$ cat config.mk
export PLATFORM = sky130hd
export DESIGN_NAME = calc_sequencer
export DESIGN_NICKNAME = d
export VERILOG_FILES = /design/src/rtl/calc_sequencer.sv
export SDC_FILE = /design/constraint.sdc
export NUM_CORES = 1
export LEC_CHECK = 0
export BUFFER_PORTS_ARGS = -buffer_cell sky130_fd_sc_hd__buf_2
export CAP_MARGIN = 0
export CELL_PAD_IN_SITES_DETAIL_PLACEMENT = 0
export CELL_PAD_IN_SITES_GLOBAL_PLACEMENT = 1
export CORE_MARGIN = 2
export CORE_UTILIZATION = 51
export DETAILED_ROUTE_END_ITERATION = 6
export HOLD_SLACK_MARGIN = 0.1
export PLACE_DENSITY = 0.84
export SLEW_MARGIN = 20
export SYNTH_ARGS = -nofsm -noshare
export SYNTH_HDL_FRONTEND = slang
export SYNTH_SLANG_ARGS = --single-unit
$ cat constraint.sdc
create_clock -name CLOCK_50 -period 5.8 [get_ports CLOCK_50]
set_clock_uncertainty 0.05 [all_clocks]
set_input_delay 0.87 -clock CLOCK_50 [delete_from_list [all_inputs] [get_ports CLOCK_50]]
set_output_delay 0.87 -clock CLOCK_50 [all_outputs]
set_load 0.01 [all_outputs]
$ cat src/rtl/calc_sequencer.sv
// calc_sequencer: operand/opcode sequencer for the 8-bit signed calculator.
// Captures A, B and the opcode on successive enter presses. ADD/SUB/NEG run
// in one cycle, while MUL runs as a WIDTH-cycle shift-add on magnitudes.
// A shown result can be chained in as the next operand A.
module calc_sequencer #(
    parameter int WIDTH = 8
) (
    input  logic             CLOCK_50,
    input  logic             reset,
    input  logic [WIDTH-1:0] SW,
    input  logic [1:0]       op_sel,
    input  logic             enter,
    input  logic             clear,
    output logic [WIDTH-1:0] disp_value,
    output logic [2:0]       phase,
    output logic             busy,
    output logic             done,
    output logic             ovf
);

    localparam int CW = (WIDTH > 1) ? $clog2(WIDTH) : 1;

    typedef enum logic [2:0] {
        S_A    = 3'd0,
        S_B    = 3'd1,
        S_OP   = 3'd2,
        S_EXEC = 3'd3,
        S_SHOW = 3'd4
    } state_t;

    typedef enum logic [1:0] {
        OP_ADD = 2'b00,
        OP_SUB = 2'b01,
        OP_MUL = 2'b10,
        OP_NEG = 2'b11
    } op_t;

    state_t             state, state_next;
    op_t                op_reg;
    logic               enter_q, ent;
    logic [WIDTH-1:0]   a_reg, b_reg, result;
    logic               ovf_reg, done_q;
    logic [CW-1:0]      mul_cnt;
    logic [2*WIDTH-1:0] mul_acc, mul_mcand, mul_step, mul_prod;
    logic [WIDTH-1:0]   mul_mplier, a_mag, b_mag;
    logic               mul_neg, mul_last, mul_ovf, exec_done;
    logic [WIDTH-1:0]   alu_val;
    logic               alu_ovf;

    assign ent       = enter & ~enter_q;
    assign mul_last  = (mul_cnt == CW'(WIDTH - 1));
    assign exec_done = (op_reg != OP_MUL) || mul_last;

    // Operand magnitudes, the next shift-add partial sum and the result/overflow of the current op
    always_comb begin
        a_mag    = a_reg[WIDTH-1] ? -a_reg : a_reg;
        b_mag    = b_reg[WIDTH-1] ? -b_reg : b_reg;
        mul_step = mul_acc + (mul_mplier[0] ? mul_mcand : '0);
        mul_prod = mul_neg ? -mul_step : mul_step;
        // In range only when the bits from the sign of the low byte upward all agree
        mul_ovf  = !((&mul_prod[2*WIDTH-1:WIDTH-1]) || !(|mul_prod[2*WIDTH-1:WIDTH-1]));
        alu_val  = '0;
        alu_ovf  = 1'b0;
        case (op_reg)
            OP_ADD: begin
                alu_val = a_reg + b_reg;
                alu_ovf = (a_reg[WIDTH-1] == b_reg[WIDTH-1]) && (alu_val[WIDTH-1] != a_reg[WIDTH-1]);
            end
            OP_SUB: begin
                alu_val = a_reg - b_reg;
                alu_ovf = (a_reg[WIDTH-1] != b_reg[WIDTH-1]) && (alu_val[WIDTH-1] != a_reg[WIDTH-1]);
            end
            OP_NEG: begin
                alu_val = -a_reg;
                alu_ovf = (a_reg == {1'b1, {(WIDTH-1){1'b0}}});
            end
            default: begin
                alu_val = mul_prod[WIDTH-1:0];
                alu_ovf = mul_ovf;
            end
        endcase
    end

    // State register
    always_ff @(posedge CLOCK_50) begin
        if (reset) state <= S_A;
        else       state <= state_next;
    end

    // Next-state logic; clear overrides any enter edge
    always_comb begin
        state_next = state;
        if (clear) begin
            state_next = S_A;
        end else begin
            case (state)
                S_A:     if (ent) state_next = S_B;
                S_B:     if (ent) state_next = S_OP;
                S_OP:    if (ent) state_next = S_EXEC;
                S_EXEC:  if (exec_done) state_next = S_SHOW;
                S_SHOW:  if (ent) state_next = S_B;
                default: state_next = S_A;
            endcase
        end
    end

    // Operand capture, multiplier iteration, result/overflow commit and done pulse
    always_ff @(posedge CLOCK_50) begin
        if (reset) begin
            enter_q    <= 1'b0;
            done_q     <= 1'b0;
            a_reg      <= '0;
            b_reg      <= '0;
            op_reg     <= OP_ADD;
            result     <= '0;
            ovf_reg    <= 1'b0;
            mul_cnt    <= '0;
            mul_acc    <= '0;
            mul_mcand  <= '0;
            mul_mplier <= '0;
            mul_neg    <= 1'b0;
        end else begin
            enter_q <= enter;
            done_q  <= (state == S_EXEC) && (state_next == S_SHOW);
            if (clear) begin
                a_reg   <= '0;
                b_reg   <= '0;
                result  <= '0;
                ovf_reg <= 1'b0;
                mul_cnt <= '0;
            end else begin
                case (state)
                    S_A: if (ent) a_reg <= SW;
                    S_B: if (ent) b_reg <= SW;
                    S_OP: if (ent) begin
                        op_reg     <= op_t'(op_sel);
                        mul_cnt    <= '0;
                        mul_acc    <= '0;
                        mul_mcand  <= {{WIDTH{1'b0}}, a_mag};
                        mul_mplier <= b_mag;
                        mul_neg    <= a_reg[WIDTH-1] ^ b_reg[WIDTH-1];
                    end
                    S_EXEC: begin
                        // The last step feeds mul_step straight into the product, so acc is not updated then
                        if (op_reg == OP_MUL && !mul_last) begin
                            mul_acc    <= mul_step;
                            mul_mcand  <= mul_mcand << 1;
                            mul_mplier <= mul_mplier >> 1;
                            mul_cnt    <= mul_cnt + CW'(1);
                        end
                        if (exec_done) begin
                            result  <= alu_val;
                            ovf_reg <= alu_ovf;
                        end
                    end
                    S_SHOW: if (ent) a_reg <= result;
                    default: ;
                endcase
            end
        end
    end

    // Output decode
    always_comb begin
        phase = state;
        busy  = (state == S_EXEC);
        done  = done_q;
        ovf   = ovf_reg;
        case (state)
            S_OP:            disp_value = b_reg;
            S_EXEC, S_SHOW:  disp_value = result;
            default:         disp_value = SW;
        endcase
    end

endmodule

==> impl_metrics.env, run 1 <==
export IMPL_async_flop_share_pct=0
export IMPL_drt_antenna_violating_nets=0
export IMPL_insertion_delay_ns=0.38
export IMPL_worstPathCellList="and2_1 -> ha_1 -> inv_1 -> fa_1 -> nand2b_1 -> a21o_1 -> a211oi_1 -> nor2_1 -> xnor2_1 -> or4_4 -> o21a_1 -> o22ai_1 -> nand4b_1 -> a32o_1"
export IMPL_grt_max_degree=47
export IMPL_leakage_uw=0.00240
export IMPL_syn_inst=722
export IMPL_max_slew_margin_pct=38.6
export IMPL_syn2layout_area_growth_pct=6.62
export IMPL_seq_power_share_pct=50.2
export IMPL_post_place_ws_ns=1.85
export IMPL_critPathMaxStageDelay_ns=0.60
export IMPL_start_util_pct=52.4
export IMPL_combinationalPowerShare_pct=7.3
export IMPL_final_nets=779
export IMPL_via_per_inst=5.90
export IMPL_drtIter0Drc=334
export IMPL_syn_nets=774
export IMPL_cts_clk_slew_worst_paths_ns=0.09
export IMPL_startpoint_type="flop"
export IMPL_p_switching_uw=264
export IMPL_cts_max_level=3
export IMPL_critPathRequiredTime_ns=6.03
export IMPL_fin_crit_ns=4.01
export IMPL_synth_edff_count=0
export IMPL_rsz0062_at_grt="false"
export IMPL_cts_inserted_buffers=9
export IMPL_grt_use_total_pct=25.9
export IMPL_synth_warnings=0
export IMPL_diodes=0
export IMPL_ys_ff_latch=76
export IMPL_hpwl_um=10700
export IMPL_critPathMaxFanout=17
export IMPL_cts_buffer_depth=2
export IMPL_vias=5135
export IMPL_max_cap_violations=0
export IMPL_reg2reg_depth=14
export IMPL_vdd_drop_max_v=0.000156
export IMPL_fin_total_pwr_uw=1060
export IMPL_status="finished clean"
export IMPL_whs_path_depth=2
export IMPL_synth_area_leaders="dfxtp_1 27%, ha_1 7.7%, nor2_1 6.0%"
export IMPL_crit_type="reg2reg"
export IMPL_fin_ws_ns=1.79
export IMPL_synth_seq_area_share_pct=26.6
export IMPL_cts_root_buffer="clkbuf_8"
export IMPL_rows=38
export IMPL_post_cts_buffers=0
export IMPL_grt_pass1_vias=4939
export IMPL_die_area_um2=12100
export IMPL_drive_above_1_share_pct=11.6
export IMPL_io_buffers=27
export IMPL_ctsResizeCount=0
export IMPL_grt_pass1_wl_um=24200
export IMPL_largestRegisters="mul_acc (16), mul_mcand (16)"
export IMPL_antenna_found_initial=0
export IMPL_cts_hold_buf=0
export IMPL_p_per_area_nw_per_um2=174
export IMPL_setup_viol=0
export IMPL_final_setup_tns_ns=0
export IMPL_core_area_um2=10900
export IMPL_swShare_pct=24.9
export IMPL_tightest_slew_ns=0.921
export IMPL_cts_tree="yes"
export IMPL_drc_errors=0
export IMPL_yosysUniqueCellTypes=76
export IMPL_synthFlopType="dfxtp_1"
export IMPL_cp_end_kind="flop"
export IMPL_finalCoreUtilization_pct=55.9
export IMPL_cp_slowest_cell="or4_4"
export IMPL_place_gp_congestion=1.00
export IMPL_max_freq_ghz=0.250
export IMPL_post_drt_wl_per_cell_um=16.7
export IMPL_fillCellCount=1032
export IMPL_drt_wl_total_um=14500
export IMPL_die_width_um=110
export IMPL_synth_avg_cell_area_um2=7.91
export IMPL_pwr_share_clk_pct=42.5
export IMPL_synth_area_um2=5710
export IMPL_boundaryPins=28
export IMPL_post_route_period_util_pct=69.1
export IMPL_synth_top_area_cell="dfxtp_1"
export IMPL_synth_top_area_share_pct=26.6
export IMPL_grt_overflow_total=0
export IMPL_p_int_uw=797
export IMPL_drt_pass1_iter_count=5
export IMPL_fp_dieH_um=110
export IMPL_hold_violations=0
export IMPL_cts_sinks=76
export IMPL_report_final_slew_viol_count=0
export IMPL_critical_path_arrival_ns=4.24
export IMPL_hold_path_class="reg2reg"
==> per-layer routing <==
layer / GRT usage, % / wire (um)
met4: 12.5 / 406
met5: 0 / 0
met3: 3.85 / 389
met2: 45.0 / 7260
met1: 31.0 / 6490
==> Yosys cell counts, drive strengths merged, types with 2 or more instances <==
cell and n:
a211o 2, a211oi 15, a21o 8, a21oi 62
a22oi 12, a311o 3, a311oi 4, a31oi 2
a32oi 3, and2 14, and3 3, buf 6
clkbuf 34, dfxtp 76, fa 3, ha 35
inv 25, mux2i 22, mux4 2, nand2 73
nand2b 10, nand3 21, nand3b 4, nand4 5
nor2 95, nor2b 13, nor3 11, nor3b 3
nor4 3, nor4b 4, o211ai 24, o21a 9
o21ai 25, o21bai 4, o22ai 9, o311ai 2
o31ai 8, or2 6, or3 6, or3b 2
xnor2 27, xor2 13
==> critical path, delay by kind of cell, from the launching register on <==
kind            cells  cell delay [ns]
flops               1             0.59
fa+ha+maj           2             0.58
compound gates      5             1.23
buf+inv             1             0.07
simple gates        5             1.19
xor+xnor            1             0.20
==> per-stage QoR <==
step	cells	hold WS, ns	instance area [um2]
after floorplan	722	0.382	5710
after global placement	856	0.393	5880
after detailed placement	856	0.398	5880
after CTS	871	0.410	6090
after global routing	871	0.429	6090
final	871	0.409	6090
==> kinds of logic after synthesis <==
group	synth area share, %
simple gates	23.4
compound gates	24.9
flops	26.6
buf+inv	5.15
xor+xnor	6.40
fa+ha+maj	8.72
mux	4.84
==> area by class of cell <==
type	count	area (um2)	area share, %
multi-input cells	580	3890	64.0
clock buffers	9	124	2.03
clock inverters	6	87.6	1.44
repair buffers	34	188	3.08
well taps	140	175	2.88
flip-flops and latches	76	1520	25.0
inverters	26	97.6	1.60
==> power groups by stage <==
stage | registers [uW] | clock network, uW | logic [uW]
floorplan | 542 | 0 | 57.1
global placement | 545 | 0 | 75.4
detailed placement | 545 | 0 | 77.2
CTS | 533 | 464 | 77.7
global route | 534 | 482 | 86.9
finish | 533 | 452 | 77.1
==> worst paths after layout <==
| kind | startpoint | endpoint | slack (ns) |
|---|---|---|---|
| worst min register to register | mul_mplier[7] | mul_mplier[7] | 0.41 |
| worst max-delay path | mul_mplier[0] | ovf | 1.79 |
| worst min-delay path | mul_mplier[7] | mul_mplier[7] | 0.41 |
| worst max register to register | mul_mplier[0] | ovf | 1.79 |
==> cell usage in the layout, fill, tap and decap left out, types with 11 or more instances in the layout <==
cell type,instances
nor3_1,11
dfxtp_1,76
o21ai_0,23
a21oi_1,58
xor2_1,13
a211oi_1,14
and2_1,14
ha_1,35
mux2i_1,22
nand3_1,21
a22oi_1,12
nor2_1,92
xnor2_1,25
nand2_1,73
inv_1,25
o211ai_1,23
buf_2,27
nor2b_1,13
(Power assumes the default switching activity.)
==> run 2, diff against run 1 <==
- CORE_UTILIZATION: 51 -> 47
- PLACE_DENSITY: 0.84 -> 0.78
- clock period: 5.8 -> 3.7 ns (I/O delays scaled with it)
==> run 2 against run 1 <==
Register-to-register slack got worse by 1.7 ns. Final cell count increased by 5.7%. Power increased by 68%. Sequential cell count did not move. Routed wire length up 6.3%. Maximum frequency up 12%. First-iteration DRC count increased by 11%. Combinational power up 67%. Via count increased by 4.1%. Critical path type unchanged. Largest cell class unchanged.
==> impl_metrics.env, run 2 (same netlist as run 1, synthesis figures left out) <==
export IMPL_antenna_found_initial=0
export IMPL_via_per_inst=5.80
export IMPL_final_setup_tns_ns=0
export IMPL_fin_total_pwr_uw=1780
export IMPL_status="finished clean"
export IMPL_hpwl_um=11200
export IMPL_final_nets=821
export IMPL_stdcell_count=921
export IMPL_post_drt_wl_per_cell_um=16.8
export IMPL_insertion_delay_ns=0.35
export IMPL_largestRegisters="mul_acc (16), mul_mcand (16)"
export IMPL_boundaryPins=28
export IMPL_vdd_drop_max_v=0.000170
export IMPL_vias=5346
export IMPL_post_place_ws_ns=0.0634
export IMPL_die_area_um2=13000
export IMPL_report_final_slew_viol_count=0
export IMPL_cts_buffer_depth=2
export IMPL_final_cell_mix="91 x nor2_1, 74 x dfxtp_1, 72 x nand2_1"
export IMPL_cp_end_kind="flop"
export IMPL_setup_viol=0
export IMPL_p_per_area_nw_per_um2=266
export IMPL_critPathRequiredTime_ns=3.89
export IMPL_grt_max_degree=46
export IMPL_cts_root_buffer="clkbuf_16"
export IMPL_drt_antenna_violating_nets=0
export IMPL_fin_crit_ns=3.57
export IMPL_fp_dieH_um=114
export IMPL_hold_path_class="in2reg"
export IMPL_drc_errors=0
export IMPL_worstPathCellList="and2_4 -> ha_4 -> a21o_1 -> a311o_2 -> a2111oi_4 -> nor2_4 -> xnor2_2 -> or4_4 -> o21ai_2 -> xor2_1 -> nand4b_1 -> a32o_1"
export IMPL_grt_pass1_wl_um=24700
export IMPL_max_cap_violations=0
export IMPL_critical_path_arrival_ns=3.76
export IMPL_max_slew_margin_pct=40.5
export IMPL_critPathMaxStageDelay_ns=0.53
export IMPL_dp_cells=892
export IMPL_cts_clk_slew_worst_paths_ns=0.06
export IMPL_drt_pass1_iter_count=5
export IMPL_place_gp_congestion=0.921
export IMPL_drive_above_1_share_pct=20.2
export IMPL_core_area_um2=11900
export IMPL_cts_sinks=76
export IMPL_syn2layout_area_growth_pct=17.3
export IMPL_diodes=0
export IMPL_layout_commonest_cell="nor2_1"
export IMPL_max_freq_ghz=0.280
export IMPL_finalCoreUtilization_pct=56.2
export IMPL_leakage_uw=0.00268
export IMPL_cts_max_level=3
export IMPL_rows=40
export IMPL_crit_type="reg2reg"
export IMPL_drtIter0Drc=372
export IMPL_start_util_pct=47.9
export IMPL_grt_pass1_vias=4895
export IMPL_startpoint_type="flop"
export IMPL_cts_tree="yes"
export IMPL_grt_overflow_total=0
export IMPL_critPathMaxFanout=5
export IMPL_fin_ws_ns=0.128
export IMPL_drt_wl_total_um=15500
export IMPL_tightest_slew_ns=0.885
export IMPL_die_width_um=114
export IMPL_post_route_period_util_pct=96.5
export IMPL_grt_use_total_pct=23.8
export IMPL_cts_hold_buf=0
export IMPL_cp_slowest_cell="or4_4"
export IMPL_hold_violations=0
export IMPL_reg2reg_setup_slack_ns=0.13
export IMPL_cts_inserted_buffers=9
export IMPL_io_buffers=27
run 2: cell types whose count changed in the layout (fill, tap and decap cells not counted), moves of 3 or more:
cell / before / now
buf_4: 7 / 48
clkbuf_8: 9 / 0
nand3_2: 0 / 3
ha_1: 35 / 30
nand3_1: 21 / 18
clkbuf_16: 0 / 9
nor2_4: 0 / 3
ha_4: 0 / 4
run 2: path summary, 6_finish.rpt:
| kind | cells after the start | from | to |
|---|---|---|---|
| min | 2 | enter | enter_q |
| max | 12 | mul_mplier[0] | ovf |
| min reg2reg | 2 | mul_mcand[15] | mul_mcand[15] |
| max reg2reg | 12 | mul_mplier[0] | ovf |
run 2: what timing repair did:
| item | 4_1_cts | 5_1_grt |
|---|---|---|
| gates resized for setup | 0 | 42 |
| buffers inserted | 0 | 13 |
| setup endpoints to repair | 0 | 1 |
| hold endpoints to repair | 0 | 0 |
run 2: power by group:
group / total (uW) / leakage, uW / internal (uW) / switching [uW]
Clock: 819 / 0.000131 / 450 / 369
Sequential: 833 / 0.000614 / 823 / 9.70
Combinational: 129 / 0.00193 / 52.7 / 76.4
Total: 1780 / 0.00268 / 1330 / 455
run 2: layer usage:
| metal | wire length [um] | part of all wire, % | track usage [%] | up-vias |
|---|---|---|---|---|
| met4 | 260 | 1.7 | 7.56 | 0 |
| li1 | - | - | - | 2680 |
| met1 | 7350 | 48 | 31.4 | 2537 |
| met5 | 0 | 0 | 0 | - |
| met3 | 544 | 3.5 | 3.76 | 20 |
| met2 | 7300 | 47 | 40.0 | 109 |
run 2: cell type report:
cell class	count	area [um2]
inverter	26	97.6
tap	147	184
clock inverter	7	43.8
multi-input combinational	580	4110
timing repair buffer	76	507
sequential	76	1530
fill	1139	5210
clock buffer	9	225
run 2: through the flow:
| step | hold slack, ns | cell area (um2) |
|---|---|---|
| after global routing | 0.407 | 6700 |
| after floorplan | 0.382 | 5710 |
| after detailed placement | 0.397 | 6100 |
| after CTS | 0.401 | 6370 |
| after global placement | 0.394 | 6100 |
| final | 0.399 | 6700 |
run 2: worst max-delay path, delay by kind of cell (launching register included):
family                     cells  cell delay (ns)
AOI/OAI and AO/OA              5             1.51
xor gates and xnor gates       2             0.39
adders and majority gates      1             0.21
DFF                            1             0.36
and+or+nand+nor                4             0.93
==> run 3, diff against run 2 <==
- PLACE_DENSITY: 0.78 -> 0.89
==> run 3 against run 2 <==
Sequential power is 0.5% higher. Via count is 0.36% higher. Clock power is 4.6% higher. Worst hold slack worse by 0.0078 ns.
==> impl_metrics.env, run 3 (same netlist as run 1, synthesis figures left out) <==
export IMPL_grt_max_degree=47
export IMPL_final_nets=810
export IMPL_r2r_start="mul_mplier[0]"
export IMPL_cts_root_buffer="clkbuf_16"
export IMPL_max_freq_ghz=0.279
export IMPL_status="finished clean"
export IMPL_cts_buffer_depth=2
export IMPL_hold_path_class="in2reg"
export IMPL_fp_dieH_um=114
export IMPL_die_area_um2=13000
export IMPL_cts_inserted_buffers=9
export IMPL_max_cap_violations=0
export IMPL_diodes=0
export IMPL_vdd_drop_max_v=0.000248
export IMPL_io_buffers=27
export IMPL_critical_path_arrival_ns=3.77
export IMPL_p_per_area_nw_per_um2=277
export IMPL_antenna_found_initial=0
export IMPL_critPathMaxStageDelay_ns=0.52
export IMPL_final_setup_tns_ns=0
export IMPL_hold_violations=0
export IMPL_core_area_um2=11900
export IMPL_drt_wl_total_um=15700
export IMPL_fin_crit_ns=3.58
export IMPL_drtIter0Drc=365
export IMPL_whs_path_depth=2
export IMPL_worstPathCellList="nand2_1 -> inv_1 -> ha_1 -> a21o_2 -> a311o_1 -> buf_4 -> a21oi_4 -> xnor2_4 -> or2_4 -> or4_4 -> o21ai_2 -> xor2_1 -> nand4b_1 -> a32o_2"
export IMPL_vias=5365
export IMPL_cp_num_buf_inv=2
export IMPL_max_slew_margin_pct=40.5
export IMPL_grt_pass1_vias=4990
export IMPL_critPathMaxFanout=5
export IMPL_final_cell_mix="92 x nor2_1, 75 x dfxtp_1, 73 x nand2_1"
export IMPL_crit_type="reg2reg"
export IMPL_rows=40
export IMPL_tightest_slew_ns=0.892
export IMPL_drc_errors=0
export IMPL_whs_ns=0.391
export IMPL_layout_commonest_cell="nor2_1"
export IMPL_boundaryPins=28
export IMPL_hpwl_um=11600
export IMPL_hp_start="enter"
export IMPL_grt_overflow_total=0
export IMPL_critPathRequiredTime_ns=3.89
export IMPL_largestRegisters="mul_acc (16), mul_mcand (16)"
export IMPL_cts_tree="yes"
export IMPL_startpoint_type="flop"
export IMPL_cp_end_kind="flop"
export IMPL_start_util_pct=47.9
export IMPL_dp_cells=885
export IMPL_post_drt_wl_per_cell_um=17.3
export IMPL_post_route_period_util_pct=96.8
export IMPL_cts_clk_slew_worst_paths_ns=0.06
export IMPL_cp_slowest_cell="or4_4"
export IMPL_insertion_delay_ns=0.34
export IMPL_report_final_slew_viol_count=0
export IMPL_drt_antenna_violating_nets=0
export IMPL_drt_pass1_iter_count=7
export IMPL_critPathLaunch="mul_mplier[0]"
export IMPL_drive_above_1_share_pct=17.7
export IMPL_syn2layout_area_growth_pct=15.0
export IMPL_setup_viol=0
export IMPL_reg2reg_setup_slack_ns=0.12
export IMPL_via_per_inst=5.91
export IMPL_min_to="enter_q"
export IMPL_path_depth=14
export IMPL_finalCoreUtilization_pct=55.1
export IMPL_rr_endpoint="ovf"
export IMPL_cts_sinks=76
export IMPL_reg2reg_depth=14
export IMPL_stdcell_count=908
export IMPL_place_gp_congestion=0.907
export IMPL_cts_max_level=3
export IMPL_die_width_um=114
export IMPL_grt_pass1_wl_um=25500
export IMPL_path_delay_family="compound AO/OA/AOI/OAI gates"
export IMPL_leakage_uw=0.00261
export IMPL_fillCellCount=1131
export IMPL_grt_use_total_pct=24.8
-- run 3: worst max path at each step --
stage and end:
2_1_floorplan ovf, 3_3_place_gp ovf, 3_5_place_dp ovf, 4_1_cts ovf, 5_1_grt ovf, 6_report ovf
-- run 3: cell type report --
cell class                 instances  area [um2]  area share [%]
timing repair buffer              65         420            6.40
tap                              147         184            2.80
inverter                          26        97.6            1.49
clock buffer                      12         236            3.60
multi-input combinational        580        4070            62.0
sequential                        76        1520            23.2
clock inverter                     2        37.5           0.571
-- run 3: metal layers --
layer / wire length, um / GRT usage, % / vias to the layer above
li1: - / - / 2642
met1: 6860 / 31.0 / 2555
met2: 7720 / 42.7 / 134
met3: 689 / 4.34 / 34
met4: 461 / 9.35 / 0
met5: 0 / 0 / -
-- run 3: metrics by stage --
| step | power, uW | setup slack, ns | cell area, um2 |
|---|---|---|---|
| final | 1820 | 0.120 | 6570 |
| after global routing | 1900 | -0.0313 | 6570 |
| after CTS | 1840 | 0.0224 | 6330 |
| after detailed placement | 980 | -0.000352 | 6050 |
| after global placement | 977 | 0.181 | 6050 |
| after floorplan | 940 | 0.0426 | 5710 |
-- run 3: worst reg2reg max path: cells and delay by family (launching register included) --
| kind | cells | cell delay [ns] |
|---|---|---|
| and+or+nand+nor | 4 | 1.02 |
| adders and majority gates | 1 | 0.29 |
| buffers and inverters | 2 | 0.23 |
| AOI/OAI and AO/OA | 5 | 1.23 |
| DFF | 1 | 0.34 |
| xor gates and xnor gates | 2 | 0.31 |
-- run 3: power by group --
part	leakage (uW)	switching [uW]	internal [uW]	total, uW
Combinational	0.00187	76.0	50.9	127
Sequential	0.000614	12.5	824	837
Clock	0.000129	341	516	857
-- run 3: timing repair --
action	in CTS	in global routing
endpoints found under the setup margin	1	1
buffers inserted	0	9
pin swaps	0	16
gates resized for setup	1	31
hold buffers	0	0
